==> src/rtl/mem_tracker.sv <==
// Pairs load/store records from the fetch tracker with data-memory handshakes
// and emits one trace record per completed memory transaction.
module mem_tracker #(
  parameter int INSTR_ADDR_WIDTH = 16,
  parameter int INSTR_DATA_WIDTH = 32,
  parameter int DATA_ADDR_WIDTH  = 32,
  parameter int PENDING_DEPTH    = 4
) (
  input  logic                        clk,
  input  logic                        rst_n,
  input  logic [31:0]                 counter,
  input  logic                        if_data_ready,
  input  logic [INSTR_DATA_WIDTH-1:0] if_instruction,
  input  logic [INSTR_ADDR_WIDTH-1:0] if_instr_addr,
  input  logic [31:0]                 dec_stage_end,
  input  logic                        data_req,
  input  logic                        data_gnt,
  input  logic                        data_rvalid,
  input  logic                        data_we,
  input  logic [DATA_ADDR_WIDTH-1:0]  data_addr,
  output logic                        trace_valid,
  output logic [INSTR_DATA_WIDTH-1:0] trace_instruction,
  output logic [INSTR_ADDR_WIDTH-1:0] trace_instr_addr,
  output logic [31:0]                 trace_dec_end,
  output logic [DATA_ADDR_WIDTH-1:0]  trace_mem_addr,
  output logic                        trace_we,
  output logic [31:0]                 trace_req_time,
  output logic [31:0]                 trace_gnt_time,
  output logic [31:0]                 trace_rvalid_time,
  output logic                        trace_orphan,
  output logic                        overflow
);

  localparam int PW = $clog2(PENDING_DEPTH);

  typedef enum logic [1:0] {IDLE, WAIT_GNT, WAIT_RVALID} state_t;

  state_t                      r_state;
  logic [INSTR_DATA_WIDTH-1:0] r_fifo_instr [PENDING_DEPTH];
  logic [INSTR_ADDR_WIDTH-1:0] r_fifo_iaddr [PENDING_DEPTH];
  logic [31:0]                 r_fifo_dec   [PENDING_DEPTH];
  logic [PW-1:0]               r_wr_ptr;
  logic [PW-1:0]               r_rd_ptr;
  logic [PW:0]                 r_count;
  logic [31:0]                 r_req_time;
  logic [31:0]                 r_gnt_time;
  logic [DATA_ADDR_WIDTH-1:0]  r_mem_addr;
  logic                        r_mem_we;

  logic w_empty, w_full, w_pop, w_push_ok, w_pop_ok;

  assign w_empty   = (r_count == '0);
  assign w_full    = (r_count == (PW+1)'(PENDING_DEPTH));
  assign w_pop     = (r_state == WAIT_RVALID) && data_rvalid;
  // A full FIFO drops the incoming entry even if a pop happens in the same cycle.
  assign w_push_ok = if_data_ready && !w_full;
  assign w_pop_ok  = w_pop && !w_empty;

  always_ff @(posedge clk) begin
    if (w_push_ok) begin
      r_fifo_instr[r_wr_ptr] <= if_instruction;
      r_fifo_iaddr[r_wr_ptr] <= if_instr_addr;
      r_fifo_dec[r_wr_ptr]   <= dec_stage_end;
    end
  end

  always_ff @(posedge clk) begin
    if (!rst_n) begin
      r_wr_ptr <= '0;
      r_rd_ptr <= '0;
      r_count  <= '0;
      overflow <= 1'b0;
    end else begin
      if (w_push_ok) r_wr_ptr <= r_wr_ptr + PW'(1);
      if (w_pop_ok)  r_rd_ptr <= r_rd_ptr + PW'(1);
      if (if_data_ready && w_full) overflow <= 1'b1;
      unique case ({w_push_ok, w_pop_ok})
        2'b10:   r_count <= r_count + (PW+1)'(1);
        2'b01:   r_count <= r_count - (PW+1)'(1);
        default: r_count <= r_count;
      endcase
    end
  end

  always_ff @(posedge clk) begin
    if (!rst_n) begin
      r_state           <= IDLE;
      r_req_time        <= '0;
      r_gnt_time        <= '0;
      r_mem_addr        <= '0;
      r_mem_we          <= 1'b0;
      trace_valid       <= 1'b0;
      trace_instruction <= '0;
      trace_instr_addr  <= '0;
      trace_dec_end     <= '0;
      trace_mem_addr    <= '0;
      trace_we          <= 1'b0;
      trace_req_time    <= '0;
      trace_gnt_time    <= '0;
      trace_rvalid_time <= '0;
      trace_orphan      <= 1'b0;
    end else begin
      trace_valid <= 1'b0;
      unique case (r_state)
        IDLE: begin
          if (data_req) begin
            r_req_time <= counter;
            if (data_gnt) begin
              r_gnt_time <= counter;
              r_mem_addr <= data_addr;
              r_mem_we   <= data_we;
              r_state    <= WAIT_RVALID;
            end else begin
              r_state <= WAIT_GNT;
            end
          end
        end
        WAIT_GNT: begin
          if (data_gnt) begin
            r_gnt_time <= counter;
            r_mem_addr <= data_addr;
            r_mem_we   <= data_we;
            r_state    <= WAIT_RVALID;
          end
        end
        WAIT_RVALID: begin
          if (data_rvalid) begin
            trace_valid       <= 1'b1;
            trace_mem_addr    <= r_mem_addr;
            trace_we          <= r_mem_we;
            trace_req_time    <= r_req_time;
            trace_gnt_time    <= r_gnt_time;
            trace_rvalid_time <= counter;
            trace_orphan      <= w_empty;
            trace_instruction <= w_empty ? '0 : r_fifo_instr[r_rd_ptr];
            trace_instr_addr  <= w_empty ? '0 : r_fifo_iaddr[r_rd_ptr];
            trace_dec_end     <= w_empty ? '0 : r_fifo_dec[r_rd_ptr];
            // A request in the completion cycle chains straight into WAIT_GNT.
            if (data_req) begin
              r_req_time <= counter;
              r_state    <= WAIT_GNT;
            end else begin
              r_state <= IDLE;
            end
          end
        end
        default: r_state <= IDLE;
      endcase
    end
  end

endmodule

==> config.mk <==
export PLATFORM = sky130hd
export DESIGN_NAME = mem_tracker
export DESIGN_NICKNAME = d
export VERILOG_FILES = /design/src/rtl/mem_tracker.sv
export SDC_FILE = /design/constraint.sdc
export NUM_CORES = 1
export LEC_CHECK = 0
export BUFFER_PORTS_ARGS = -buffer_cell sky130_fd_sc_hd__buf_2
export CAP_MARGIN = 20
export CELL_PAD_IN_SITES_DETAIL_PLACEMENT = 1
export CELL_PAD_IN_SITES_GLOBAL_PLACEMENT = 1
export CORE_UTILIZATION = 35
export CTS_CLUSTER_SIZE = 8
export DETAILED_ROUTE_END_ITERATION = 12
export HOLD_SLACK_MARGIN = 0.02
export PLACE_DENSITY_LB_ADDON = 0.1
export REMOVE_ABC_BUFFERS = 1
export SLEW_MARGIN = 20
export SYNTH_ARGS = -nofsm -noshare
export SYNTH_HDL_FRONTEND = slang
export SYNTH_SLANG_ARGS = --single-unit
==> constraint.sdc <==
create_clock -name clk -period 3.7 [get_ports clk]
set_input_delay 0.74 -clock clk [delete_from_list [all_inputs] [get_ports clk]]
set_output_delay 0.74 -clock clk [all_outputs]
set_load 0.01 [all_outputs]
# Word-level counts from Yosys, hierarchy flattened
# Memories as Yosys holds them, arrays and structs flattened. A register that Yosys moved wholly into a read port is not among the register bits.
# Cells that the tools add are included.
# totals
ff_bits	318
ramBits	320
wordCells	81
n_memories	3
# mem_list
name	depth	word_bits	rd	rd_clocked_by_memory_dff	wr	line	text
r_fifo_dec	4	32	1	1	1	41	logic [31:0] r_fifo_dec [PENDING_DEPTH];
r_fifo_instr	4	32	1	1	1	39	logic [INSTR_DATA_WIDTH-1:0] r_fifo_instr [PENDING_DEPTH];
r_fifo_iaddr	4	16	1	1	1	40	logic [INSTR_ADDR_WIDTH-1:0] r_fifo_iaddr [PENDING_DEPTH];
# op_classes
n_addsub	4
n_eq_ne	8
muxes	31
reduce_logical	16
# ops
cell	count
two-way mux 32 bit	8
one-hot mux 32 bit (2 select lines)	3
two-way mux 2 bit	10
two-way mux 16 bit	1
AND reduction 2 bit	4
two-way mux 1 bit	6
inequality test 2 bit (second input constant)	3
one-hot mux 2 bit (3 select lines)	1
one-hot mux 3 bit (2 select lines)	1
nonzero test 2 bit	3
adder 2 x 1 -> 2 bit (second input constant)	2
== test 2 x 1 -> 1 bit (second input constant)	2
== test 2 bit (second input constant)	2
logical AND 1 bit	4
adder 3 x 1 -> 3 bit (second input constant)	1
== test 3 bit (second input constant)	1
logical NOT 3 bit	1
AND reduction 3 bit	1
subtractor 3 x 1 -> 3 bit (second input constant)	1
logical NOT 1 bit	2
logical NOT 2 bit	1
one-hot mux 1 bit (2 select lines)	1

# Depth between registers and ports, before layout
# Gate-level depths: netlist of the first run.
# depth
depth_word	5
depth_mapped	10
ltp_nobuf	8

# Least setup slack after synthesis of the first run
# No wires, ideal clock.
# synth_path
path_kind	input to register
startpoint	in if_data_ready
endpoint	mem r_fifo_dec[0][0], enable pin
setup_ns	0.448
arrival_time_ns	2.930
required_ns	3.252
slack_ns	0.323
path_stages	2
n_path_buf	1
cell_sequence	clkbuf_1 and3_1
# synth_via
elab_chain_cells	3
# synth_lines
element	line	text
start, declared	12	input logic if_data_ready,
logical AND 1 bit	56	assign w_push_ok = if_data_ready && !w_full;
two-way mux 1 bit	60	if (w_push_ok) begin
two-way mux 1 bit (not written as such)	63	r_fifo_dec[r_wr_ptr] <= dec_stage_end;
end, declared	41	
# Every way passes these cells.

# Worst setup path after layout of the first run
# layout_path
startpoint	reg r_count[2]
endpoint	reg r_count[2]
# layout_via
elab_chain_cells	5
elab_cells_between_ends	12
classes_between	add/sub: 2; eq/ne: 3; mux: 1; reduce/logical: 6
# layout_lines
element	line	text
start, declared	44	logic [PW:0] r_count;
start signal, assigned	78	2'b10: r_count <= r_count + (PW+1)'(1);
start signal, assigned	79	2'b01: r_count <= r_count - (PW+1)'(1);
start signal, assigned	80	default: r_count <= r_count;
== test 3 bit / logical NOT 3 bit (equally long branches)	53, 52	
logical NOT 1 bit (on tied branches)	56, 57	
logical AND 1 bit (on tied branches)	56, 57	
== test 2 x 1 -> 1 bit / == test 2 bit (equally long branches)	77	unique case ({w_push_ok, w_pop_ok})
one-hot mux 3 bit (2 select lines) / nonzero test 2 bit (equally long branches)	-	
# Parallel ways exist; a longest one is shown, timed or not.
# A chain may end at the register's enable or synchronous reset.

==> results of run 1 <==
==> cell families after synthesis <==
kind of cell    after synthesis  synth area share, %
flops                       640                69.86
simple gates                382                7.581
xor+xnor                      2              0.07642
fa+ha+maj                     6               0.3602
buf+inv                     152                3.231
compound gates              421                11.03
mux                          80                7.859
==> routing by layer <==
layer  up-vias  global-route usage, %  wire, um
met4        18                  6.410      1495
met3       114                  5.703      4082
met1      7624                  22.64     26180
met5         -                      0       118
li1       6940                      -         -
met2       333                  31.84     30790
==> sequential cells by signal, indices dropped and copies added (netlist names), 2 cells and up, named ones only <==
register and flops:
r_rd_ptr 2, r_mem_addr 32, trace_instruction 32, r_count 3
trace_req_time 32, r_req_time 32, r_fifo_iaddr 64, r_gnt_time 32
trace_dec_end 32, trace_rvalid_time 32, trace_mem_addr 32, trace_instr_addr 16
r_wr_ptr 2, trace_gnt_time 32, r_fifo_dec 128, r_state 2
r_fifo_instr 128
==> where the power goes <==
part	leakage, nW	total, mW	switching [mW]	internal (mW)
registers	5.53	7.79	0.0832	7.71
clock network	1.18	7.33	2.94	4.38
logic	3.31	0.836	0.536	0.300
total	10.0	16.0	3.56	12.4
==> through the flow <==
step                util (%)  power (mW)  setup WS, ps
CTS                    43.29       16.22          1384
floorplan                  -       8.351         -3952
global placement       39.49       8.761          1021
global route           43.31       16.57          1239
finish                 43.32       15.96          1368
detailed placement     39.49       8.794          1042
==> critical path: stages (launching register included) <==
cell	delay (ps)
dfxtp_1	380
or3b_1	530
nand2_1	140
ha_1	190
inv_1	60
fa_1	370
xor2_1	160
or3_1	310
a21oi_1	130
==> placed cells by master (no fill, tap or decap), types with 11 or more instances in the layout <==
master / n
buf_2: 361
edfxtp_1: 320
dfxtp_1: 318
nand2_1: 259
a21oi_1: 234
o21ai_0: 100
clkbuf_16: 89
mux4_2: 80
a32o_1: 80
nand3_1: 67
clkbuf_1: 38
or3b_1: 33
buf_4: 18
buf_12: 11
==> worst max-delay path by stage <==
stage | start | end | slack, ps
finish | r_count[2] | r_count[2] | 1370
global route | r_count[2] | r_count[2] | 1240
CTS | r_count[2] | r_count[2] | 1380
detailed placement | data_rvalid | r_count[2] | 1040
global placement | data_rvalid | r_count[2] | 1020
floorplan | data_rvalid | trace_instruction[30] | -3950
==> cells in the mapped netlist (2+ instances only) <==
library cell  instances
a21o_1                2
a21oi_1             234
a32o_1               80
and3_1                4
buf_2                34
buf_6                17
clkbuf_1             93
dfxtp_1             320
edfxtp_1            320
ha_1                  5
inv_1                 6
inv_2                 2
mux4_2               80
nand2_1             259
nand3_1              67
nor2_1                9
o21ai_0             100
or3_1                 2
or3b_1               33
xor2_1                2
==> cell type report <==
type,count,area (um2),area share (%)
antenna,7,17.52,0.06261
clock buffer,127,2370,8.470
clock inverter,5,83.83,0.2996
inverter,8,37.54,0.1342
multi-input combinational,891,6213,22.21
sequential,640,16020,57.27
tap,855,1070,3.824
timing repair buffer,390,2162,7.728
==> metrics.md, run 1 <==
| Metric | Value |
|---|---|
| Run status | `finished, final reports clean` |
| Worst Hold End | `r_fifo_dec[2][18]` |
| Tcrit/Tclk final | `a little over three fifths` |
| Peak VDD IR | `344.0 uV` |
| Rel. slew slack | `33.98%` |
| Number of global-route vias before repair | `between 15,000 and 20,000` |
| Global-route wire length before repair | `95,830 um` |
| MaxCap Viol Count | `0` |
| DIE HEIGHT | `257.9 um` |
| Worst hold path cell count | `1` |
| Cell Rows | `a little over 90` |
| Slew @ Worst Pin | `roughly 1000 ps` |
| Number of synthesized flops with an enable pin | `320` |
| Grt ovf | `0` |
| H-tree level count | `3` |
| Root Buffer | `clkbuf_16` |
| Leakage dissipation | `~10 nW` |
| CP Class | `flop to flop` |
| Hold slack final | `338.9 ps` |
| Post-DP HPWL | `36,100 um` |
| Antenna Nets Post-Route | `0` |
| Drt wl/cell | `21.44 um` |
| Worst Hold Launch | `dec_stage_end[18]` |
| Critical Path RT | `4240 ps` |
| Final hold vios | `0` |
| Clk buf depth | `3` |
| Final Max Tran Viols | `0` |
| Vias per cell | `5.142` |
| Post-CTS setup buffer count | `0` |
| RSZ-0062 raised after global routing | `false` |
| Clock sinks | `640` |
| Clock transition at path regs | `50 ps` |
| Syn Inst Count | `around 1,700` |
| Startpoint Class | `flop` |
| CTS tree | `done` |
| Worst-Skew Late Latency | `620 ps` |
| CTS Buf Count | `89` |
| Area contributors post-synth | `edfxtp_1 42%, dfxtp_1 28%, mux4_2 7.9%` |
| Initial Util | `between 30 and 40%` |
| Worst R2R End | `r_count[2]` |
| Top cell type by total area after synthesis | `edfxtp_1` |
| Dpl cells | `2,784` |
| Crit. End Element | `flop` |
| Critical path arrival | `2870 ps` |
| Fmax | `428.9 MHz` |
| Die width | `roughly 260 um` |
| Critical path peak fanout | `9` |
| Synth top area share | `41.92%` |
| Ys Warns | `0` |
| Layout Cells excl Fill | `2,923` |
| Area post-placement | `25,510 um2` |
| DRT iter0 DRCs | `635` |
| Asr flop ratio synth | `0%` |
| # nets final | `around 2,200` |
| Die area | `66,530 um2` |
| Hold/Removal Path Class | `primary input to flop` |
| Residual DRC | `0` |
| Initial antenna violation count | `16` |
| Mean Syn Cell Area | `approximately 14 um2` |
| R2r worst-path depth | `8` |
| GP Congestion | `0.7198` |
| Hold buffers post-CTS | `0` |
| Post-synth top flop | `edfxtp_1` |
| PortBufs | `362` |
| Total number of vias | `15,030` |
| TritonRoute pass-1 iters | `5` |
| R2R setup slack | `1370 ps` |
| CORE AREA | `64,580 um2` |
| R2r startpoint | `r_count[2]` |
| Largest net degree at the start of global routing | `182` |
| Post-route cell area | `27,980 um2` |
| Final Skew | `approximately 14 ps` |
| Post-CTS sizing | `0` |
| Share of post-route cells with drive strength above 1 | `28.09%` |
| PwrDens | `570.3 nW/um2` |
| IO Count | `363` |
| Final WL | `about 63,000 um` |
| Synth cell types | `34` |
| Synth Cell Area | `22,920 um2` |
| Gr usage total | `18.78%` |
| Register area share after synthesis | `between 60% and 70%` |
| Minimum clock period after layout | `~2300 ps` |
| Layout fillers | `around 6,700` |
| Setup tns final | `0 ps` |
| Synthesis-to-layout area growth | `22.04%` |
| Final Setup Violations | `0` |
| Synthesized flop and latch total | `640` |
(Power assumes the default switching activity.)
==> inputs of run 2 (changes only) <==
==> constraint.sdc (replaced) <==
create_clock -name clk -period 1.95 [get_ports clk]
set_input_delay 0.39 -clock clk [delete_from_list [all_inputs] [get_ports clk]]
set_output_delay 0.39 -clock clk [all_outputs]
set_load 0.01 [all_outputs]
==> run 2 against run 1 <==
Non-clock buffer count rose by 160. Worst hold slack got worse by 270 ps. Design area rose by 6.8%. Total power rose by 95%. Clock power rose by 95%. Register-to-register slack got worse by 1500 ps. The run now ends with setup timing left. Combinational power rose by 130%. Sequential cell count did not move. Fmax rose by 14%. Final cell count rose by 5.6%. Sequential power rose by 90%. Critical path type unchanged. First-iteration DRC count rose by 31%.
==> metrics.md, run 2 (same netlist as run 1, synthesis figures left out) <==
| Metric | Value |
|---|---|
| # nets final | `2,338` |
| FF/Latch Area | `16,020 um2` |
| Share of post-route cells with drive strength above 1 | `27.80%` |
| CP max stage delay | `~390 ps` |
| Final hold vios | `0` |
| CP Class | `flop to flop` |
| Gr usage total | `19.03%` |
| Largest regs | `r_fifo_dec x128, r_fifo_instr x128, r_fifo_iaddr x64` |
| Layout fillers | `6,669` |
| DIE HEIGHT | `257.9 um` |
| Vias per cell | `5.096` |
| CTS Buf Count | `90` |
| Final Skew | `between 20 and 30 ps` |
| Final Max Tran Viols | `0` |
| GP Congestion | `0.7381` |
| Number of global-route vias before repair | `16,480` |
| Leakage dissipation | `10.85 nW` |
| Fmax | `about 490 MHz` |
| Global-route wire length before repair | `97,710 um` |
| Peak VDD IR | `706.9 uV` |
| R2r worst-path depth | `8` |
| Critical path peak fanout | `2` |
| Initial antenna violation count | `7` |
| CTS tree | `done` |
| Area post-placement | `around 26,000 um2` |
| Clock sinks | `640` |
| PwrDens | `1039 nW/um2` |
| Failing checks | `setup timing` |
| Hold/Removal Path Class | `primary input to flop` |
| Final Setup Violations | `1` |
| Critical Path RT | `2480 ps` |
| Slew @ Worst Pin | `~560 ps` |
| Die width | `257.9 um` |
| CORE AREA | `64,580 um2` |
| Hold slack final | `68.43 ps` |
| Post-layout util | `46.26%` |
| Critical path arrival | `2590 ps` |
| Final WL | `63,660 um` |
| Critical path capture point | `r_count[2]` |
| Cell Rows | `93` |
| Clk buf depth | `3` |
| R2R setup slack | `-100 ps` |
| PortBufs | `362` |
| Minimum clock period after layout | `slightly above 2000 ps` |
| Drt wl/cell | `about 21 um` |
| Final setup margin | `-102.9 ps` |
| Tcrit/Tclk final | `105.3%` |
| Worst R2R End | `r_count[2]` |
| Rel. slew slack | `a little over three fifths` |
| Dpl cells | `around 2,800` |
| Commonest non-fill, non-tap cell in the layout | `buf_2` |
| Run status | `complete, but fails checks` |
| Die area | `66,530 um2` |
| Initial Util | `a little over a third` |
| Largest net degree at the start of global routing | `~110` |
| Grt ovf | `0` |
| Residual DRC | `0` |
| Root Buffer | `clkbuf_16` |
| Layout Cells excl Fill | `3,087` |
| MaxCap Viol Count | `0` |
| RSZ-0062 raised after global routing | `true` |
| Synthesis-to-layout area growth | `30.32%` |
| DRT iter0 DRCs | `833` |
| Tot Pwr | `31.05 mW` |
| H-tree level count | `3` |
| Antenna Nets Post-Route | `0` |
| Crit. End Element | `flop` |
| Post-route cell area | `29,870 um2` |
| IO Count | `363` |
| Crit path from | `r_count[1]` |
| Crit-path cells | `or3b_4 > nand2_2 > ha_2 > inv_1 > fa_2 > xor2_1 > or3_1 > a21oi_2` |
| Setup tns final | `-102.9 ps` |
| Combined area of the multi-input logic cells | `6227 um2` |
| Most frequent cells in the layout | `361 x buf_2, 320 x edfxtp_1, 317 x dfxtp_1, 258 x nand2_1, 233 x a21oi_1` |
| Worst-Skew Late Latency | `approximately 630 ps` |
| TritonRoute pass-1 iters | `4` |
| Placement Setup Slack | `-230.1 ps` |
| R2r startpoint | `r_count[1]` |
| Post-DP HPWL | `around 37,000 um` |
| Clock transition at path regs | `50 ps` |
| Total number of vias | `15,730` |
| Startpoint Class | `flop` |
| Crit-path slowest cell | `or3b_4` |
[run 2: metal layers]
metal / vias to the layer above / routed length [um] / share of wire (%) / GRT usage [%]
li1: 7262 / - / - / -
met1: 7993 / 27420 / 43 / 24.12
met2: 359 / 31470 / 49 / 32.44
met3: 107 / 3454 / 5.4 / 4.103
met4: 10 / 1269 / 2.0 / 5.950
met5: - / 50 / 0.079 / 0
[run 2: power breakdown]
part / internal (mW) / switching, mW / total [mW] / leakage (nW)
Combinational: 0.836 / 1.11 / 1.95 / 4.08
Sequential: 14.6 / 0.147 / 14.8 / 5.53
Clock: 8.64 / 5.69 / 14.3 / 1.23
Total: 24.1 / 6.94 / 31.1 / 10.8
[run 2: repair_timing]
item,4_1_cts,5_1_grt
endpoints found under the setup margin,1,2
hold buffers,129,0
resized for setup,4,2
hold endpoints to repair,380,0
buffers inserted,1,0
pin swaps,4,1
[run 2: worst min path at each step]
stage / startpoint / to / slack [ps] / cells after the start
2_1_floorplan: r_gnt_time[0] / trace_gnt_time[0] / 430 / 2
3_5_place_dp: r_gnt_time[8] / trace_gnt_time[8] / 440 / 2
5_1_grt: data_addr[10] / r_mem_addr[10] / 40 / 3
6_report: data_addr[10] / r_mem_addr[10] / 70 / 3
3_3_place_gp: r_mem_addr[5] / trace_mem_addr[5] / 430 / 2
4_1_cts: data_addr[10] / r_mem_addr[10] / 20 / 3
[run 2: critical path, delay by kind of cell, from the launching register on]
family	cells	cell delay, ps
XOR/XNOR	1	160
flip-flops	1	320
AO/OA/AOI/OAI	1	140
AND/OR/NAND/NOR	3	810
adder cells (fa/ha/maj)	2	500
buffers and inverters	1	50
[run 2: final cells by class]
class,instances,share of cell area [%]
diodes,2,0.01675
clock buffers,134,8.125
clock inverters,7,0.4942
inverters,8,0.1256
multi-input cells,891,20.84
flip-flops and latches,640,53.64
well taps,855,3.581
repair buffers,550,13.18
